$ cat config.mk
export PLATFORM = sky130hd
export DESIGN_NAME = net_packet_rx
export DESIGN_NICKNAME = d
export VERILOG_FILES = /design/src/rtl/net_packet_rx_pkg.sv /design/src/rtl/net_rx_sat_counter.sv /design/src/rtl/net_packet_rx.sv
export SDC_FILE = /design/constraint.sdc
export NUM_CORES = 1
export LEC_CHECK = 0
export ABC_AREA = 1
export CORE_ASPECT_RATIO = 0.75
export CORE_MARGIN = 1.5
export CORE_UTILIZATION = 51
export DETAILED_ROUTE_END_ITERATION = 6
export GPL_TIMING_DRIVEN = 0
export PLACE_DENSITY = 0.85
export REMOVE_ABC_BUFFERS = 1
export SLEW_MARGIN = 5
export SYNTH_ARGS = -nofsm -noshare
export SYNTH_HDL_FRONTEND = slang
export SYNTH_SLANG_ARGS = --single-unit
$ cat constraint.sdc
create_clock -name clk -period 2.1 [get_ports clk]
set_input_delay 0.42 -clock clk [delete_from_list [all_inputs] [get_ports clk]]
set_output_delay 0.42 -clock clk [all_outputs]
set_load 0.01 [all_outputs]
$ cat src/rtl/net_packet_rx_pkg.sv
// Shared network packet definitions and core run-state encoding for the
// packet receiver and the core that consumes its write strobes.
package net_packet_rx_pkg;

  localparam int unsigned rs_imm_size_gp  = 6;
  localparam int unsigned mask_length_gp  = 3;
  localparam int unsigned net_id_width_gp = 10;
  localparam int unsigned net_addr_width_gp = 10;

  typedef enum logic [2:0] {
    NULL  = 3'd0,
    INSTR = 3'd1,
    REG   = 3'd2,
    BAR   = 3'd3,
    PC    = 3'd4
  } net_op_e;

  typedef struct packed {
    logic [net_id_width_gp-1:0]   ID;
    net_op_e                      net_op;
    logic [net_addr_width_gp-1:0] net_addr;
    logic [31:0]                  net_data;
  } net_packet_s;

  typedef enum logic {
    HALTED  = 1'b0,
    RUNNING = 1'b1
  } core_state_e;

  // True when no address bit at or above 'width' is set.
  function automatic logic addr_in_range(input logic [net_addr_width_gp-1:0] addr,
                                         input int unsigned width);
    return (addr >> width) == '0;
  endfunction

endpackage

$ cat src/rtl/net_rx_sat_counter.sv
// Saturating up-counter: holds at all-ones, clears only on reset.
module net_rx_sat_counter #(
  parameter int unsigned width_p = 8
) (
  input  logic               clk,
  input  logic               reset,
  input  logic               i_en,
  output logic [width_p-1:0] o_count
);

  logic [width_p-1:0] r_count;

  always_ff @(posedge clk) begin
    if (reset)
      r_count <= '0;
    else if (i_en && (r_count != '1))
      r_count <= r_count + 1'b1;
  end

  assign o_count = r_count;

endmodule

$ cat src/rtl/net_packet_rx.sv
// Network-side packet receiver: registers each packet, decodes it one cycle
// later into registered write strobes, and owns the core halted/running state.
module net_packet_rx
  import net_packet_rx_pkg::*;
#(
  parameter logic [9:0]  id_p              = 10'd1,
  parameter int unsigned imem_addr_width_p = 10,
  parameter int unsigned rf_addr_width_p   = rs_imm_size_gp,
  parameter int unsigned mask_width_p      = mask_length_gp
) (
  input  logic                         clk,
  input  logic                         reset,
  input  logic [$bits(net_packet_s)-1:0] net_packet_flat_i,
  input  logic                         exception_i,
  output logic                         imem_wen_o,
  output logic [imem_addr_width_p-1:0] imem_addr_o,
  output logic [15:0]                  imem_data_o,
  output logic                         rf_wen_o,
  output logic [rf_addr_width_p-1:0]   rf_addr_o,
  output logic [31:0]                  rf_data_o,
  output logic [mask_width_p-1:0]      barrier_mask_o,
  output logic                         pc_wen_o,
  output logic [imem_addr_width_p-1:0] pc_o,
  output logic                         run_o,
  output logic [imem_addr_width_p:0]   instr_count_o,
  output logic [rf_addr_width_p:0]     reg_count_o,
  output logic                         err_o
);

  net_packet_s                  r_pkt;
  core_state_e                  r_state;
  logic                         r_imem_wen;
  logic [imem_addr_width_p-1:0] r_imem_addr;
  logic [15:0]                  r_imem_data;
  logic                         r_rf_wen;
  logic [rf_addr_width_p-1:0]   r_rf_addr;
  logic [31:0]                  r_rf_data;
  logic [mask_width_p-1:0]      r_mask;
  logic                         r_pc_wen;
  logic [imem_addr_width_p-1:0] r_pc;
  logic                         r_err;

  logic w_instr_ok, w_reg_ok, w_bar, w_pc, w_err;

  always_comb begin
    w_instr_ok = 1'b0;
    w_reg_ok   = 1'b0;
    w_bar      = 1'b0;
    w_pc       = 1'b0;
    w_err      = 1'b0;
    if (r_pkt.ID == id_p) begin
      case (r_pkt.net_op)
        NULL:  ;
        INSTR: if (r_state == HALTED && addr_in_range(r_pkt.net_addr, imem_addr_width_p))
                 w_instr_ok = 1'b1;
               else
                 w_err = 1'b1;
        REG:   if (r_state == HALTED && addr_in_range(r_pkt.net_addr, rf_addr_width_p))
                 w_reg_ok = 1'b1;
               else
                 w_err = 1'b1;
        BAR:   w_bar = 1'b1;
        PC:    w_pc  = 1'b1;
        default: w_err = 1'b1;
      endcase
    end
  end

  always_ff @(posedge clk) begin
    if (reset) begin
      r_pkt       <= '0;
      r_state     <= HALTED;
      r_imem_wen  <= 1'b0;
      r_imem_addr <= '0;
      r_imem_data <= '0;
      r_rf_wen    <= 1'b0;
      r_rf_addr   <= '0;
      r_rf_data   <= '0;
      r_mask      <= '0;
      r_pc_wen    <= 1'b0;
      r_pc        <= '0;
      r_err       <= 1'b0;
    end else begin
      r_pkt      <= net_packet_flat_i;
      r_imem_wen <= w_instr_ok;
      r_rf_wen   <= w_reg_ok;
      r_pc_wen   <= w_pc;
      r_err      <= r_err | w_err;
      if (w_instr_ok) begin
        r_imem_addr <= r_pkt.net_addr[imem_addr_width_p-1:0];
        r_imem_data <= r_pkt.net_data[15:0];
      end
      if (w_reg_ok) begin
        r_rf_addr <= r_pkt.net_addr[rf_addr_width_p-1:0];
        r_rf_data <= r_pkt.net_data;
      end
      if (w_bar)
        r_mask <= r_pkt.net_data[mask_width_p-1:0];
      if (w_pc)
        r_pc <= r_pkt.net_addr[imem_addr_width_p-1:0];
      // A PC load in the same decode cycle as an exception keeps the core running.
      if (w_pc)
        r_state <= RUNNING;
      else if (exception_i && r_state == RUNNING)
        r_state <= HALTED;
    end
  end

  net_rx_sat_counter #(.width_p(imem_addr_width_p + 1)) u_instr_cnt (
    .clk     (clk),
    .reset   (reset),
    .i_en    (w_instr_ok),
    .o_count (instr_count_o)
  );

  net_rx_sat_counter #(.width_p(rf_addr_width_p + 1)) u_reg_cnt (
    .clk     (clk),
    .reset   (reset),
    .i_en    (w_reg_ok),
    .o_count (reg_count_o)
  );

  assign imem_wen_o     = r_imem_wen;
  assign imem_addr_o    = r_imem_addr;
  assign imem_data_o    = r_imem_data;
  assign rf_wen_o       = r_rf_wen;
  assign rf_addr_o      = r_rf_addr;
  assign rf_data_o      = r_rf_data;
  assign barrier_mask_o = r_mask;
  assign pc_wen_o       = r_pc_wen;
  assign pc_o           = r_pc;
  assign run_o          = (r_state == RUNNING);
  assign err_o          = r_err;

endmodule
# Yosys cells after proc, flatten, opt, wreduce, memory -nomap -nowiden
# Cells that the tools add are included.
[totals]
ram_bits = 0
mem_bits_ro = 0
n_memories = 0
latchBits = 0
register_bits = 155
[op_classes]
multipliers = 0
n_div = 0
n_shift = 0
reduce_logical = 8
add_sub_neg = 2
bitwise = 2
n_lt_le_gt_ge = 0
mux = 16
n_eq_ne = 7
[ops]
columns = ["op", "count"]
rows = [
  ["2-to-1 mux 1 bit", 15],
  ["adder 11 x 1 -> 11 bit, second input constant", 1],
  ["!= test 11 bit, second input constant", 1],
  ["== test 10 x 1 -> 1 bit, second input constant", 1],
  ["zero test 10 bit", 1],
  ["adder 7 x 1 -> 7 bit, second input constant", 1],
  ["!= test 7 bit, second input constant", 1],
  ["== test 3 x 2 -> 1 bit, second input constant", 2],
  ["logical AND 1 bit", 4],
  ["== test 3 x 1 -> 1 bit, second input constant", 1],
  ["== test 3 bit, second input constant", 1],
  ["zero test 3 bit", 1],
  ["one-hot mux 1 bit (3 select lines)", 1],
  ["OR reduction 3 bit", 1],
  ["nonzero test 2 bit", 1],
  ["NOT 1 bit", 1],
  ["bitwise OR 1 bit", 1],
]

# Longest topological paths before layout
[depth]
word_depth = 6
ltp_mapped = 10
ltp_nobuf = 8

# Cells and area by module
# A second synthesis with hierarchy kept.
[unflattened]
hier_cells = 847
area_unflattened_um2 = 5959.5
[by_module_without_submodules]
columns = ["mod", "area_per_inst_um2", "seq_area_each_um2", "cells_each", "instances"]
rows = [
  ["net_packet_rx", 4977.3, 2742.6, 703, 1],
  ["net_rx_sat_counter (u_instr_cnt)", 609.3, 220.2, 88, 1],
  ["net_rx_sat_counter (u_reg_cnt)", 372.9, 140.1, 56, 1],
]

# Worst setup path before layout
# Ideal clock, no wire load.
[synth_path]
path_kind = "register to register"
start = "reg u_instr_cnt.r_count[0], in the netlist u_instr_cnt.o_count[0]"
end = "reg u_instr_cnt.r_count[5], in the netlist u_instr_cnt.o_count[5]"
arrival_time_ns = 1.377
required_time_ns = 1.987
slack_ns = 0.609
path_stages_with_launch = 9
period_less_slack_ns = 1.491
setup_ns = 0.113
n_path_buf = 0
path_cell_list = "dfxtp_1 -> ha_1 -> nand3_1 -> nor2_2 -> nand3_1 -> nand3_2 -> nand2_1 -> nand2_1 -> nor2_1"
[synth_between]
elab_chain_len = 2
word_cells_on_any_way = 3
[synth_lines]
columns = ["element", "line", "source"]
rows = [
  ["from (decl)", "net_rx_sat_counter.sv:11", "logic [width_p-1:0] r_count;"],
  ["from (signal assigned)", "net_rx_sat_counter.sv:17", "r_count <= r_count + 1'b1;"],
  ["branches (longest 2 deep; another with adder 11 x 1 -> 11 bit)", "-", ""],
]
# Several ways; the timed one is not identified.
# A chain may end at the register's enable or synchronous reset.

# Worst setup path after layout
[layout_path]
start = "reg u_instr_cnt.r_count[2], in the netlist u_instr_cnt.o_count[2]"
end = "out instr_count_o[2]"
[layout_rtl]
columns = ["element", "line", "source"]
rows = [
  ["to (decl)", "net_packet_rx.sv:25", "output logic [imem_addr_width_p:0] instr_count_o,"],
]
# No word-level cell between the ends.

==> results.py <==
metrics = {
    "final_layout": {
        "areaGrowthSynthToFinish_pct": 40.4,
        "diodes": 0,
        "final_layout_size_suffix_gt1_share_pct": 6.39,
        "fin_cells": 1012,
        "utilization_pct": 74.9,
        "design_area_sq_mm": 0.00786,
        "fin_nets": 924,
        "n_fill_cell": 756,
    },
    "grt": {
        "overflow": 0,
        "antenna_found_initial": 0,
        "grtUsageMet2_pct": 43.0,
        "grt_pass1_vias": 4815,
        "use_met3_pct": 5.40,
        "grt_pass1_wl_um": 22700,
        "busiest_layer": "met2",
        "use_met1_pct": 31.6,
        "grt_use_total_pct": 25.5,
        "grt_start_max_net_pins": 64,
    },
    "sta": {
        "setup_viol": 0,
        "fin_tns_setup_ns": 0,
        "fin_crit_sh_pct": 90.4,
        "maxSlewViolCount": 0,
        "finalHoldViolCount": 0,
        "min_period_ns": 1.90,
        "layout_setup_ws_ns": 0.201,
        "max_freq_mhz": 527,
        "slew_headroom_pct": 44.4,
        "rsz0062_at_grt": "false",
        "fin_worst_skew_ns": 0.00798,
        "hold_slack_ns": 0.447,
        "tightest_slew_ns": 0.833,
    },
    "status": {
        "outcome": "finished, final reports clean",
    },
    "worst_hold_path": {
        "hold_depth": 2,
        "worstHoldStart": "reset",
        "worstHoldEndpoint": "r_pkt[49]",
        "hold_path_class": "in2reg",
    },
    "setup_path": {
        "path_buf_inv": 1,
        "cp-start-kind": "flip-flop",
        "critPathTopFamily": "buffers and inverters",
        "cp.depth": 1,
        "critPathMaxFanout": 8,
        "critPathArrivalTime_ns": 1.48,
        "max_stage_delay_ns": 0.59,
        "r2r_end": "u_reg_cnt.o_count[3]",
        "r2r_start": "r_pkt[45]",
        "r2r_cells": 8,
        "r2r_setup_slack_ns": 0.21,
        "cp-end-kind": "primary output",
        "cp.required_ns": 1.68,
        "path_class": "reg2out",
        "crit_chain": "clkdlybuf4s50_1",
        "slowest_stage": "clkdlybuf4s50_1",
    },
    "routing": {
        "vias_per_cell": 5.03,
        "num_vias": 5095,
        "drtAntennaViolNets": 0,
        "drt_first_pass_iters": 6,
        "first_iter_violations": 387,
        "wl_per_cell_um": 14.3,
        "drc": 0,
        "route.final.wire_length_um": 14400,
    },
    "synth": {
        "yosys.cell_types.count": 29,
        "async_flop_share_pct": 0,
        "synth_edf_count": 0,
        "synth_commonest_cells": "176 x nor2_1, 155 x dfxtp_1, 119 x nand2_1",
        "syn_area_per_cell_sq_um": 7.79,
        "synth_top_area_cell": "dfxtp_1",
        "ys_seq_elements": 155,
        "synth_area_leaders": "dfxtp_1 55%, nor2_1 12%, nand2_1 8.0%, inv_1 5.4%, a21oi_1 4.1%",
        "synth.most_common_cell": "nor2_1",
        "synthCells": 719,
        "synth_warnings": 0,
        "synth_top_area_share_pct": 55.4,
        "synth_area_sq_mm": 0.00560,
        "synth_flop_cell": "dfxtp_1",
        "yosysSeqAreaShare_pct": 55.4,
    },
    "die": {
        "initial_utilization_pct": 53.4,
        "pin_count": 158,
        "die_w_um": 124,
        "core_area_sq_mm": 0.0105,
        "die_h_um": 93.7,
        "die_area_sq_mm": 0.0116,
        "core.rowCount": 32,
    },
    "placed_design": {
        "placed_cells": 977,
        "hpwlAfterDp_um": 9190,
        "dp_slack_ns": -0.661,
        "placed_area_sq_mm": 0.00719,
        "portBuffers": 157,
        "place_congestion": 0.838,
    },
    "power": {
        "p_leak_nw": 3.23,
        "vdd_drop_max_mv": 0.646,
        "p_per_area_mw_per_mm2": 823,
        "design_power_total_mw": 6.47,
    },
    "clock_tree": {
        "cts.clk_slew.worst_paths_ns": 0.06,
        "root_buffer": "clkbuf_16",
        "clock_sinks": 155,
        "tritoncts": "done",
        "cts_max_level": 4,
        "cts_hold_buffers": 0,
        "numCtsBuffers": 17,
        "clkLatencyLatePin_ns": 0.41,
        "clockBufferDepth": 2,
    },
    "job": {
        "max_cap_viol_count": 0,
    },
}
[cells by family after synthesis]
logic type / share of synthesized area, %
AND/OR/NAND/NOR: 26.4
flip-flops: 55.4
AO/OA/AOI/OAI: 7.71
adder cells (fa/ha/maj): 0.447
XOR/XNOR: 0.626
buffers and inverters: 9.43
[worst max-delay path by stage]
stage,from,to
floorplan,r_pkt[42],u_instr_cnt.o_count[8]
global placement,reset,u_instr_cnt.o_count[10]
detailed placement,r_pkt[45],rf_data_o[1]
CTS,r_pkt[43],pc_o[9]
global route,r_pkt[45],u_reg_cnt.o_count[4]
finish,u_instr_cnt.o_count[2],instr_count_o[2]
[metal layers]
| layer | up-vias | part of all wire (%) | routed length (um) |
|---|---|---|---|
| li1 | 2516 | - | - |
| met3 | 29 | 7.5 | 1080 |
| met5 | - | 0 | 0 |
| met4 | 0 | 1.7 | 239 |
| met2 | 228 | 49 | 7000 |
| met1 | 2322 | 42 | 6100 |
[area by class of cell]
class                           instances  area, sq um  share of cell area, %
Tap cell                              136          170                   2.17
Inverter                               84          328                   4.17
Timing Repair Buffer                  162         1650                   21.0
Clock buffer                           19          453                   5.76
Multi-Input combinational cell        444         2000                   25.4
Sequential cell                       155         3100                   39.5
Clock inverter                         12          160                   2.04
[what timing repair did]
| item | 4_1_cts | 5_1_grt |
|---|---|---|
| endpoints found under the setup margin | 79 | 42 |
| gates resized for setup | 2 | 5 |
| cloned | 1 | 0 |
| hold endpoints to repair | 0 | 0 |
| setup buffers | 2 | 1 |
| pin swaps | 1 | 1 |
[where the power goes]
group / internal [mW] / total, mW / switching (mW) / leakage (nW)
clock network: 1.94 / 3.15 / 1.21 / 0.289
registers: 3.00 / 3.03 / 0.0319 / 1.26
logic: 0.143 / 0.284 / 0.140 / 1.68
[layout by cell type, fill, tap and decap left out, drive strengths merged, types with 2 or more instances in the layout]
cell type	netlist	layout
clkinvlp	0	4
dfxtp	155	155
o21ai	39	39
ha	2	2
clkinv	0	2
nor2	181	182
nor3	2	2
nand4	12	12
a21oi	46	46
buf	20	6
nand2	121	121
clkbuf	17	19
clkdlybuf4s50	0	156
bufinv	0	3
xor2	4	4
inv	84	87
nand3	33	33
[flip-flops by register name, summed over array words and instances (netlist names)]
name	cells
barrier_mask_o	3
err_o	1
imem_addr_o	10
imem_data_o	16
imem_wen_o	1
pc_o	10
pc_wen_o	1
r_pkt	55
rf_addr_o	6
rf_data_o	32
rf_wen_o	1
run_o	1
u_instr_cnt.o_count	11
u_reg_cnt.o_count	7
No activity file was read; power rests on OpenSTA's default activity.
